--- src/rtl/uart_loader.sv ---
// UART program loader: receives [len][data x len][checksum] frames (8N1) and writes them to RAM,
// holding the CPU in reset until an image with a matching checksum has been stored.
//
// state   | meaning
// R_IDLE  | waiting for a falling edge on the synchronized rx line
// R_START | half-bit wait, then confirm start bit (high = glitch)
// R_DATA  | sampling data bits LSB first at bit centres
// R_STOP  | sampling the stop bit
// L_LEN   | waiting for the image length byte
// L_DATA  | writing image bytes to RAM
// L_SUM   | waiting for the checksum byte
// L_DONE  | image accepted, CPU released, rx ignored
module uart_loader #(
   parameter int WIDTH         = 8,
   parameter int ADDRESS_WIDTH = 4,
   parameter int CLKS_PER_BIT  = 104
) (
   input  logic                     clk,
   input  logic                     rstn,
   input  logic                     rx,
   output logic [ADDRESS_WIDTH-1:0] mem_addr,
   output logic [WIDTH-1:0]         mem_data,
   output logic                     mem_we,
   output logic                     cpu_rstn,
   output logic                     busy,
   output logic                     err
);

   localparam int CW = $clog2(CLKS_PER_BIT);
   localparam int BW = $clog2(WIDTH);
   localparam logic [CW-1:0] HALF = CW'(CLKS_PER_BIT / 2 - 1);
   localparam logic [CW-1:0] FULL = CW'(CLKS_PER_BIT - 1);
   localparam logic [31:0] MAX_LEN = 32'(2 ** ADDRESS_WIDTH);

   typedef enum logic [1:0] {R_IDLE, R_START, R_DATA, R_STOP} r_state_t;
   typedef enum logic [1:0] {L_LEN, L_DATA, L_SUM, L_DONE} l_state_t;

   r_state_t r_state_q, r_state_d;
   l_state_t l_state_q, l_state_d;

   logic                     sync1_q, sync2_q, prev_q;
   logic [CW-1:0]            cnt_q, cnt_d;
   logic [BW-1:0]            bit_cnt_q, bit_cnt_d;
   logic [WIDTH-1:0]         shift_q, shift_d;
   logic                     byte_valid_q, byte_valid_d;
   logic                     frame_err_q, frame_err_d;

   logic [ADDRESS_WIDTH:0]   count_q, count_d;
   logic [ADDRESS_WIDTH-1:0] addr_q, addr_d;
   logic [WIDTH-1:0]         sum_q, sum_d;
   logic [ADDRESS_WIDTH-1:0] mem_addr_q, mem_addr_d;
   logic [WIDTH-1:0]         mem_data_q, mem_data_d;
   logic                     mem_we_q, mem_we_d;
   logic                     err_q, err_d;
   logic                     cpu_rstn_q, cpu_rstn_d;
   logic                     len_ok;

   always_ff @(posedge clk) begin
      if (!rstn) begin
         sync1_q      <= 1'b1;
         sync2_q      <= 1'b1;
         prev_q       <= 1'b1;
         r_state_q    <= R_IDLE;
         cnt_q        <= '0;
         bit_cnt_q    <= '0;
         shift_q      <= '0;
         byte_valid_q <= 1'b0;
         frame_err_q  <= 1'b0;
         l_state_q    <= L_LEN;
         count_q      <= '0;
         addr_q       <= '0;
         sum_q        <= '0;
         mem_addr_q   <= '0;
         mem_data_q   <= '0;
         mem_we_q     <= 1'b0;
         err_q        <= 1'b0;
         cpu_rstn_q   <= 1'b0;
      end else begin
         sync1_q      <= rx;
         sync2_q      <= sync1_q;
         prev_q       <= sync2_q;
         r_state_q    <= r_state_d;
         cnt_q        <= cnt_d;
         bit_cnt_q    <= bit_cnt_d;
         shift_q      <= shift_d;
         byte_valid_q <= byte_valid_d;
         frame_err_q  <= frame_err_d;
         l_state_q    <= l_state_d;
         count_q      <= count_d;
         addr_q       <= addr_d;
         sum_q        <= sum_d;
         mem_addr_q   <= mem_addr_d;
         mem_data_q   <= mem_data_d;
         mem_we_q     <= mem_we_d;
         err_q        <= err_d;
         cpu_rstn_q   <= cpu_rstn_d;
      end
   end

   always_comb begin
      r_state_d    = r_state_q;
      cnt_d        = cnt_q;
      bit_cnt_d    = bit_cnt_q;
      shift_d      = shift_q;
      byte_valid_d = 1'b0;
      frame_err_d  = 1'b0;
      case (r_state_q)
         R_IDLE: begin
            if (prev_q && !sync2_q) begin
               cnt_d     = HALF;
               bit_cnt_d = '0;
               r_state_d = R_START;
            end
         end
         R_START: begin
            if (cnt_q == '0) begin
               cnt_d     = FULL;
               r_state_d = sync2_q ? R_IDLE : R_DATA;
            end else begin
               cnt_d = cnt_q - CW'(1);
            end
         end
         R_DATA: begin
            if (cnt_q == '0) begin
               shift_d   = {sync2_q, shift_q[WIDTH-1:1]};
               bit_cnt_d = bit_cnt_q + BW'(1);
               cnt_d     = FULL;
               if (bit_cnt_q == BW'(WIDTH - 1)) r_state_d = R_STOP;
            end else begin
               cnt_d = cnt_q - CW'(1);
            end
         end
         R_STOP: begin
            if (cnt_q == '0) begin
               byte_valid_d = sync2_q;
               frame_err_d  = !sync2_q;
               r_state_d    = R_IDLE;
            end else begin
               cnt_d = cnt_q - CW'(1);
            end
         end
         default: r_state_d = R_IDLE;
      endcase
   end

   // shift_q stays stable until the next frame's first data sample, so it is the byte here
   assign len_ok = (shift_q != '0) && (32'(shift_q) <= MAX_LEN);

   always_comb begin
      l_state_d  = l_state_q;
      count_d    = count_q;
      addr_d     = addr_q;
      sum_d      = sum_q;
      mem_addr_d = mem_addr_q;
      mem_data_d = mem_data_q;
      mem_we_d   = 1'b0;
      err_d      = 1'b0;
      cpu_rstn_d = cpu_rstn_q;
      if (frame_err_q && l_state_q != L_DONE) begin
         err_d     = 1'b1;
         l_state_d = L_LEN;
      end else if (byte_valid_q) begin
         case (l_state_q)
            L_LEN: begin
               if (len_ok) begin
                  count_d   = (ADDRESS_WIDTH + 1)'(shift_q);
                  addr_d    = '0;
                  sum_d     = '0;
                  l_state_d = L_DATA;
               end else begin
                  err_d = 1'b1;
               end
            end
            L_DATA: begin
               mem_addr_d = addr_q;
               mem_data_d = shift_q;
               mem_we_d   = 1'b1;
               sum_d      = sum_q + shift_q;
               addr_d     = addr_q + ADDRESS_WIDTH'(1);
               if ({1'b0, addr_q} == count_q - (ADDRESS_WIDTH + 1)'(1)) l_state_d = L_SUM;
            end
            L_SUM: begin
               if (shift_q == sum_q) begin
                  cpu_rstn_d = 1'b1;
                  l_state_d  = L_DONE;
               end else begin
                  err_d     = 1'b1;
                  l_state_d = L_LEN;
               end
            end
            default: ;
         endcase
      end
   end

   assign mem_addr = mem_addr_q;
   assign mem_data = mem_data_q;
   assign mem_we   = mem_we_q;
   assign err      = err_q;
   assign cpu_rstn = cpu_rstn_q;
   assign busy     = (l_state_q == L_DATA) || (l_state_q == L_SUM) ||
                     ((l_state_q == L_LEN) && (r_state_q != R_IDLE));

endmodule

--- config.mk ---
export PLATFORM = sky130hd
export DESIGN_NAME = uart_loader
export DESIGN_NICKNAME = d
export VERILOG_FILES = /design/src/rtl/uart_loader.sv
export SDC_FILE = /design/constraint.sdc
export NUM_CORES = 1
export LEC_CHECK = 0
export ABC_AREA = 0
export CAP_MARGIN = 15
export CORE_ASPECT_RATIO = 1.1
export CORE_MARGIN = 2
export CORE_UTILIZATION = 60
export CTS_CLUSTER_SIZE = 10
export DETAILED_ROUTE_END_ITERATION = 7
export GPL_TIMING_DRIVEN = 0
export PLACE_DENSITY = 0.8
export SLEW_MARGIN = 20
export SYNTH_ARGS = -nofsm -noshare
export SYNTH_HDL_FRONTEND = slang
export SYNTH_SLANG_ARGS = --single-unit
export TNS_END_PERCENT = 1
--- constraint.sdc ---
create_clock -name clk -period 3.3 [get_ports clk]
set_input_delay 0.495 -clock clk [delete_from_list [all_inputs] [get_ports clk]]
set_output_delay 0.495 -clock clk [all_outputs]
set_load 0.03 [all_outputs]
---- Yosys cells after proc, flatten, opt, wreduce, memory -nomap -nowiden ----
Index checks and enable logic that the tools add are counted.
word-level totals
  output and inout port bits .............. 16
  input bits .............................. 3
  register bits after elaboration ......... 59
operators by class
  equal/unequal tests ..................... 17
  add/sub/neg operators ................... 5
  bitwise logic cells ..................... 3
  mux-type cells .......................... 28
  magnitude comparators ................... 1
  reductions and logical operators ........ 28
operator list
  cell                                                                               number
  7-bit two-way mux                                                                  3
  7-bit one-hot mux with 3 select lines                                              1
  2-bit two-way mux                                                                  9
  2-bit != test (second input constant)                                              9
  8-bit one-hot mux with 2 select lines                                              1
  4-bit AND reduction                                                                4
  3-bit AND reduction                                                                3
  8-bit adder                                                                        1
  8-bit == test                                                                      1
  8-bit by 5-bit less-or-equal comparator with 1-bit output (second input constant)  1
  8-bit two-way mux                                                                  1
  2-bit one-hot mux with 4 select lines                                              1
  4-bit one-hot mux with 2 select lines                                              1
  8-bit nonzero test                                                                 1
  7-bit zero test                                                                    1
  7-bit by 1-bit subtractor with 7-bit output (second input constant)                1
  2-bit == test (second input constant)                                              3
  3-bit two-way mux                                                                  2
  2-bit one-hot mux with 3 select lines                                              1
  3-bit one-hot mux with 2 select lines                                              1
  2-bit nonzero test                                                                 3
  4-bit by 5-bit == test with 1-bit output                                           1
  1-bit two-way mux                                                                  5
  5-bit AND reduction                                                                1
  other kinds (16)                                                                   26

---- Depth between registers and ports, before layout ----
Gate-level depths: netlist of the first run.
  depth after elaboration ................. 6
  mapped depth ............................ 9

---- Least setup slack after synthesis of the first run ----
Ideal clock, no wire load.
  kind .................................... register to register
  from .................................... reg shift_q[3]
  to ...................................... reg sum_q[7]
  setup time .............................. 120 ps
  arrival ................................. 1934 ps
  period minus slack after synthesis ...... 2054 ps
  path slack .............................. 1246 ps
  data required time ...................... 3180 ps
  cell stages (with the launch flop) ...... 7
  cells stage by stage .................... dfxtp_1 > ha_1 > and2_1 > a221o_1 > o21a_1 > o31a_1 > a211o_1
on the way
  cells in the longest elaborated chain, start to end .. 4
  elaborated cells on any way between the ends .. 7
  classes of those cells .................. add/sub (1); order compare (1); eq/ne (1); mux (1); reduce/logical (3)
ends and longest elaborated chain
  element                                                                                          RTL line  source
  from (decl)                                                                                      44        logic [WIDTH-1:0] shift_q, shift_d;
  from (signal assigned)                                                                           85        shift_q <= shift_d;
  8-bit by 5-bit less-or-equal comparator with 1-bit output or 8-bit nonzero test (tied branches)  147       assign len_ok = (shift_q != '0) && (32'(shift_q) <= MAX_LEN);
  1-bit logical AND                                                                                147
  2-bit != test (no source line)                                                                   --
  4-bit AND reduction (no source line)                                                             --
  to (signal assigned)                                                                             91        sum_q <= sum_d;
  to (decl)                                                                                        50        logic [WIDTH-1:0] sum_q, sum_d;
Parallel ways exist; a longest one is shown, timed or not.
A chain may end at the register's enable or synchronous reset.

---- Final worst setup path of the first run ----
  from .................................... reg l_state_q[0]
  to ...................................... out busy
on the way
  cells in the longest elaborated chain, start to end .. 3
  elaborated cells on any way between the ends .. 6
  classes of those cells .................. eq/ne (2); reduce/logical (4)
ends and longest elaborated chain
  element                                                                 RTL line  source
  from (decl)                                                             39        l_state_t l_state_q, l_state_d;
  from (signal assigned)                                                  88        l_state_q <= l_state_d;
  2-bit by 1-bit == test with 1-bit output, or another cell as far along  201       assign busy = (l_state_q == L_DATA) || (l_state_q == L_SUM) ||
  1-bit logical OR or 1-bit logical AND (tied branches)                   201, 202
  1-bit logical OR *                                                      201
  to (decl)                                                               25        output logic busy,
Every way passes the cells marked *; elsewhere a longest branch is shown, timed or not.

==> qor.csv, run 1 <==
metric,value,unit
layout.nets,432,
crit_path_top_delay_cell,clkdlybuf4s50_1,
areaGrowthSynthToFinish,15.1,%
maxSlewViolCount,0,
netlist.area_leader.share,0.358,
hpwl,5340,microns
finalHoldViolCount,0,
synth_compound_area_frac,0.180,
drc,0,
crit_type,register to output pin,
synth_area,3300,sq um
synth_area_per_cell,8.77,sq um
synth-simple-area-share,0.229,
syn_inst,376,
grt_pass1_vias,2658,
die_w,74.7,microns
finalSetupTns,0,ns
die_h,81.7,microns
crit_required,2.80,ns
cpPeakStageDelay,0.71,ns
cp_num_buf_inv,3,
drt_iter0_markers,209,
status,finished clean,
synth_top_family_by_area,simple AND/OR/NAND/NOR gates,
post-synth-top-area-cell,dfxtp_1,
numCtsBuffers,9,
place_ws,0.925,ns
grt_pass1_wl,12200,microns
finalWirelength,7380,microns
final.period_utilization,0.839,
drive_above_1_share,0.0878,
netlist_top_cells_area,"dfxtp_1, ha_1, mux2i_1",
antenna_found_initial,0,
insertion_delay,0.34,ns
top_layer_used,met4,
numClockSinks,59,
synth_warnings,0,
cp-end-kind,output pin,
ys_seq_area_frac,0.358,
clock_skew,0.00942,ns
grt_max_degree,13,
worstPathMaxFanout,5,
dr_wl_met2,3820,microns
cts_tree,built,
async_flop_share,0,
setup_ws,0.531,ns
rr_worst_depth,6,
fin_crit,2.77,ns
wl_met1,3180,microns
vias,2819,
io_buffers,18,
wl_per_cell,15.2,microns
grt_use_total,0.263,
fmax,0.361,GHz
worst_pin_slew,0.569,ns
cp_cell_sequence,inv_1 > ha_1 > inv_1 > o21ai_0 > clkdlybuf4s50_1,
crit_cells,5,
p_leak,1.55,nW
gr-total-overflow,0,
synthMuxAreaShare,0.0789,
synth_adder_area_share,0.0934,
worstPathArrival,2.27,ns
first_pass_iters,4,
dr_wl_met3,269,microns
setup_viol,0,
synth_flop_cell,dfxtp_1,
cpLargestDelayFamily,buffers and inverters,
cts_resized,0,
synth_xor_area_frac,0.0213,
drtAntennaViolNets,0,
synth-edff-count,0,
clk_pin_slew,0.07,ns
holdBufCountCts,0,
cp-start-kind,register,
max-vdd-ir-drop,415,uV
die-area,6100,sq um
cts_setup_buffers,0,
root_buffer,clkbuf_8,
ys_types,63,
diodes,0,
ys_ff_latch,59,
start_util,0.619,
maxCapViolations,0,
hold_path_depth,1,
htreeDepth,3,
crit_top_cell,inv_1,
placementRows,28,
post-route-util,0.712,
hold_class,register to register,
syn_nets,403,
relSlewSlack,0.620,
rsz0062_at_grt,false,
io_pins,19,
place_congestion,0.865,
vias_per_cell,5.81,
pwr_density_cell,457,nW/um^2
clockBufferDepth,2,
core-area,5330,sq um
-- Yosys cell counts (4+ instances only) --
master    count
a21oi_1      34
nand4_1       6
clkbuf_1      9
nand3_1      15
dfxtp_1      59
o21ai_0      22
nor2_1       35
nor2b_1       5
xnor2_1       5
nand2_1      26
and2_1        7
mux2i_1      18
nand2b_1     13
ha_1         23
nor3_1        7
o211a_1       4
inv_1        17
-- power breakdown --
part | leakage, nW | switching (mW) | internal [mW]
Combinational | 0.967 | 0.154 | 0.0882
Clock | 0.110 | 0.320 | 0.430
Sequential | 0.477 | 0.0148 | 0.727
Total | 1.55 | 0.488 | 1.24
-- path summary, 6_finish.rpt --
path | startpoint | endpoint | slack (ns)
worst min-delay path | sync1_q$_SDFF_PN1_ | sync2_q$_SDFF_PN1_ | 0.42
worst min register to register | sync1_q$_SDFF_PN1_ | sync2_q$_SDFF_PN1_ | 0.42
worst max register to register | shift_q[4]$_SDFFE_PN0P_ | sum_q[7]$_SDFFE_PN0P_ | 1.02
worst max-delay path | l_state_q[0]$_SDFFE_PP0P_ | busy | 0.53
-- state kept, by name, indices dropped and copies added, names as in the netlist, 2 cells and up, named ones only --
name,cells
mem_data,8
shift_q,8
sum_q,8
cnt_q,7
count_q,5
addr_q,4
mem_addr,4
bit_cnt_q,3
l_state_q,2
-- through the flow --
step                instance area (sq um)  total power, mW  std cells  hold WS, ns
CTS                                  3790             1.74        485        0.420
detailed placement                   3570            0.992        469        0.401
global route                         3790             1.81        485        0.426
global placement                     3570            0.985        469        0.391
floorplan                            3300            0.933        376        0.386
finish                               3790             1.73        485        0.417
-- layer usage --
metal / vias to the layer above / GRT usage
li1: 1414 / -
met1: 1338 / 0.314
met2: 56 / 0.459
met3: 11 / 0.0601
met4: 0 / 0.0911
met5: - / 0
-- final cells by class --
cell class	count	area, sq um
Tap cell	75	93.8
Inverter	18	67.6
Clock inverter	7	98.8
Sequential cell	59	1180
Buffer	13	60.1
Timing Repair Buffer	18	180
Multi-Input combinational cell	286	1990
Fill cell	427	1530
Clock buffer	9	124
-- logic make-up (layout without fill, tap and decap cells) --
kind of cell               after synthesis  after routing
muxes                                   23             23
and+or+nand+nor                        138            138
AOI/OAI and AO/OA                       93             93
DFF                                     59             59
xor gates and xnor gates                 8              8
buffers and inverters                   31             65
adders and majority gates               24             24
-- layout by cell type (no fill, tap or decap), drive strengths merged, types with 3 or more instances in the layout --
cell	instances
a21boi	4
a21oi	34
and2	7
and3	3
buf	4
clkbuf	18
clkdlybuf4s50	18
dfxtp	59
ha	23
inv	20
mux2i	21
nand2	26
nand2b	13
nand3	15
nand3b	3
nand4	6
nor2	35
nor2b	5
nor3	8
nor4	5
o211a	4
o21ai	22
or2	3
xnor2	5
xor2	3
(Power assumes the default switching activity.)
==> run 2, diff against run 1 <==
--- a/config.mk
+++ b/config.mk
@@ -9,11 +9,11 @@
 export CAP_MARGIN = 15
 export CORE_ASPECT_RATIO = 1.1
 export CORE_MARGIN = 2
-export CORE_UTILIZATION = 60
+export CORE_UTILIZATION = 54
 export CTS_CLUSTER_SIZE = 10
 export DETAILED_ROUTE_END_ITERATION = 7
 export GPL_TIMING_DRIVEN = 0
-export PLACE_DENSITY = 0.8
+export PLACE_DENSITY = 0.76
 export SLEW_MARGIN = 20
 export SYNTH_ARGS = -nofsm -noshare
 export SYNTH_HDL_FRONTEND = slang
==> constraint.sdc (replaced) <==
create_clock -name clk -period 2.4 [get_ports clk]
set_input_delay 0.36 -clock clk [delete_from_list [all_inputs] [get_ports clk]]
set_output_delay 0.36 -clock clk [all_outputs]
set_load 0.03 [all_outputs]
==> qor.csv, run 2 (same netlist as run 1, synthesis figures left out) <==
metric,value,unit
areaGrowthSynthToFinish,15.3,%
core-area,5840,sq um
grt_most_used_layer,met2,
clk_pin_slew,0.06,ns
crit_type,register to register,
crit_required,2.62,ns
grt_pass1_vias,2856,
hold_slack,0.418,ns
placementRows,29,
regToRegStartpoint,shift_q[3]$_SDFFE_PN0P_,
vias,2820,
worstPathArrival,2.53,ns
drtAntennaViolNets,0,
maxSlewViolCount,0,
first_pass_iters,6,
final.period_utilization,0.961,
diodes,0,
rsz0062_at_grt,false,
holdBufCountCts,0,
fmax,0.434,GHz
numCtsBuffers,9,
grt_pass1_wl,12900,microns
hpwl,5410,microns
p_leak,1.56,nW
grt_max_degree,11,
drt_iter0_markers,144,
cpPeakStageDelay,0.55,ns
setup_viol,0,
grtUsageMet1,0.276,
cp-start-kind,register,
fin_crit,2.31,ns
place_ws,0.135,ns
hold_class,register to register,
finalSetupTns,0,ns
drive_above_1_share,0.0902,
worst_pin_slew,0.600,ns
die-area,6750,sq um
numClockSinks,59,
setup_ws,0.0941,ns
hold_path_depth,1,
cts_setup_buffers,0,
start_util,0.564,
layout.nets,432,
drc,0,
met3_usage,0.0526,
grt_use_total,0.243,
htreeDepth,3,
clockBufferDepth,2,
final_cell_area,3800,sq um
die_h,86.0,microns
cts_tree,built,
die_w,78.5,microns
mostFrequentLayoutCells,"dfxtp_1, nor2_1, a21oi_1",
cp-end-kind,register,
crit_start,shift_q[3]$_SDFFE_PN0P_,
placed_cell_area,3570,sq um
pwr_density_cell,626,nW/um^2
cp_cell_sequence,ha_1 > and2_1 > a221o_1 > o21a_1 > o31a_1 > a211o_1,
max-vdd-ir-drop,484,uV
finalHoldViolCount,0,
worstPathMaxFanout,6,
rr_worst_depth,6,
status,finished clean,
io_buffers,18,
maxCapViolations,0,
use_met2,0.443,
vias_per_cell,5.79,
finalWirelength,7510,microns
wl_per_cell,15.4,microns
hp-start,sync1_q$_SDFF_PN1_,
relSlewSlack,0.600,
gr-total-overflow,0,
ff2ff_setup_slack,0.09,ns
place_congestion,0.906,
io_pins,19,
root_buffer,clkbuf_8,
clock_skew,0.00681,ns
crit_path_top_delay_cell,dfxtp_1,
insertion_delay,0.33,ns
antenna_found_initial,0,
final_common_cell,dfxtp_1,
## run 2: power breakdown
part           internal (mW)  switching (mW)  leakage (nW)  total [mW]
Combinational          0.118           0.214         0.969       0.333
Clock                  0.636           0.391         0.119        1.03
Sequential              1.00          0.0215         0.477        1.02
Total                   1.75           0.627          1.56        2.38
## run 2: what timing repair did
action | CTS | global route
setup endpoints to repair | 1 | 1
pin swaps | 0 | 0
resized for setup | 1 | 1
## run 2: area by class of cell
cell class,count,area (sq um)
Fill cell,487,2040
Multi-Input combinational cell,286,1990
Sequential cell,59,1180
Timing Repair Buffer,18,179
Clock buffer,11,151
Tap cell,77,96.3
Clock inverter,5,75.1
Inverter,18,67.6
Buffer,13,60.1
## run 2: final timing paths
kind / endpoint
worst max-delay path: sum_q[7]$_SDFFE_PN0P_
worst min-delay path: sync2_q$_SDFF_PN1_
worst max register to register: sum_q[7]$_SDFFE_PN0P_
worst min register to register: sync2_q$_SDFF_PN1_
## run 2: routing by layer
layer | routed length, microns | vias to the layer above
li1 | - | 1412
met1 | 3240 | 1326
met2 | 3860 | 66
met3 | 249 | 16
met5 | 0 | -
met4 | 161 | 0
## run 2: worst max-delay path: cells and delay by family (launching register included)
family | cells | cell delay (ns)
compound gates | 4 | 1.12
flops | 1 | 0.55
fa+ha+maj | 1 | 0.36
simple gates | 1 | 0.17
## run 2: through the flow
step	util	std cells	power (mW)
2_1_floorplan	-	376	1.28
5_1_grt	0.651	487	2.48
6_report	0.651	487	2.38
4_1_cts	0.650	487	2.39
3_5_place_dp	0.612	471	1.37
3_3_place_gp	0.612	471	1.36
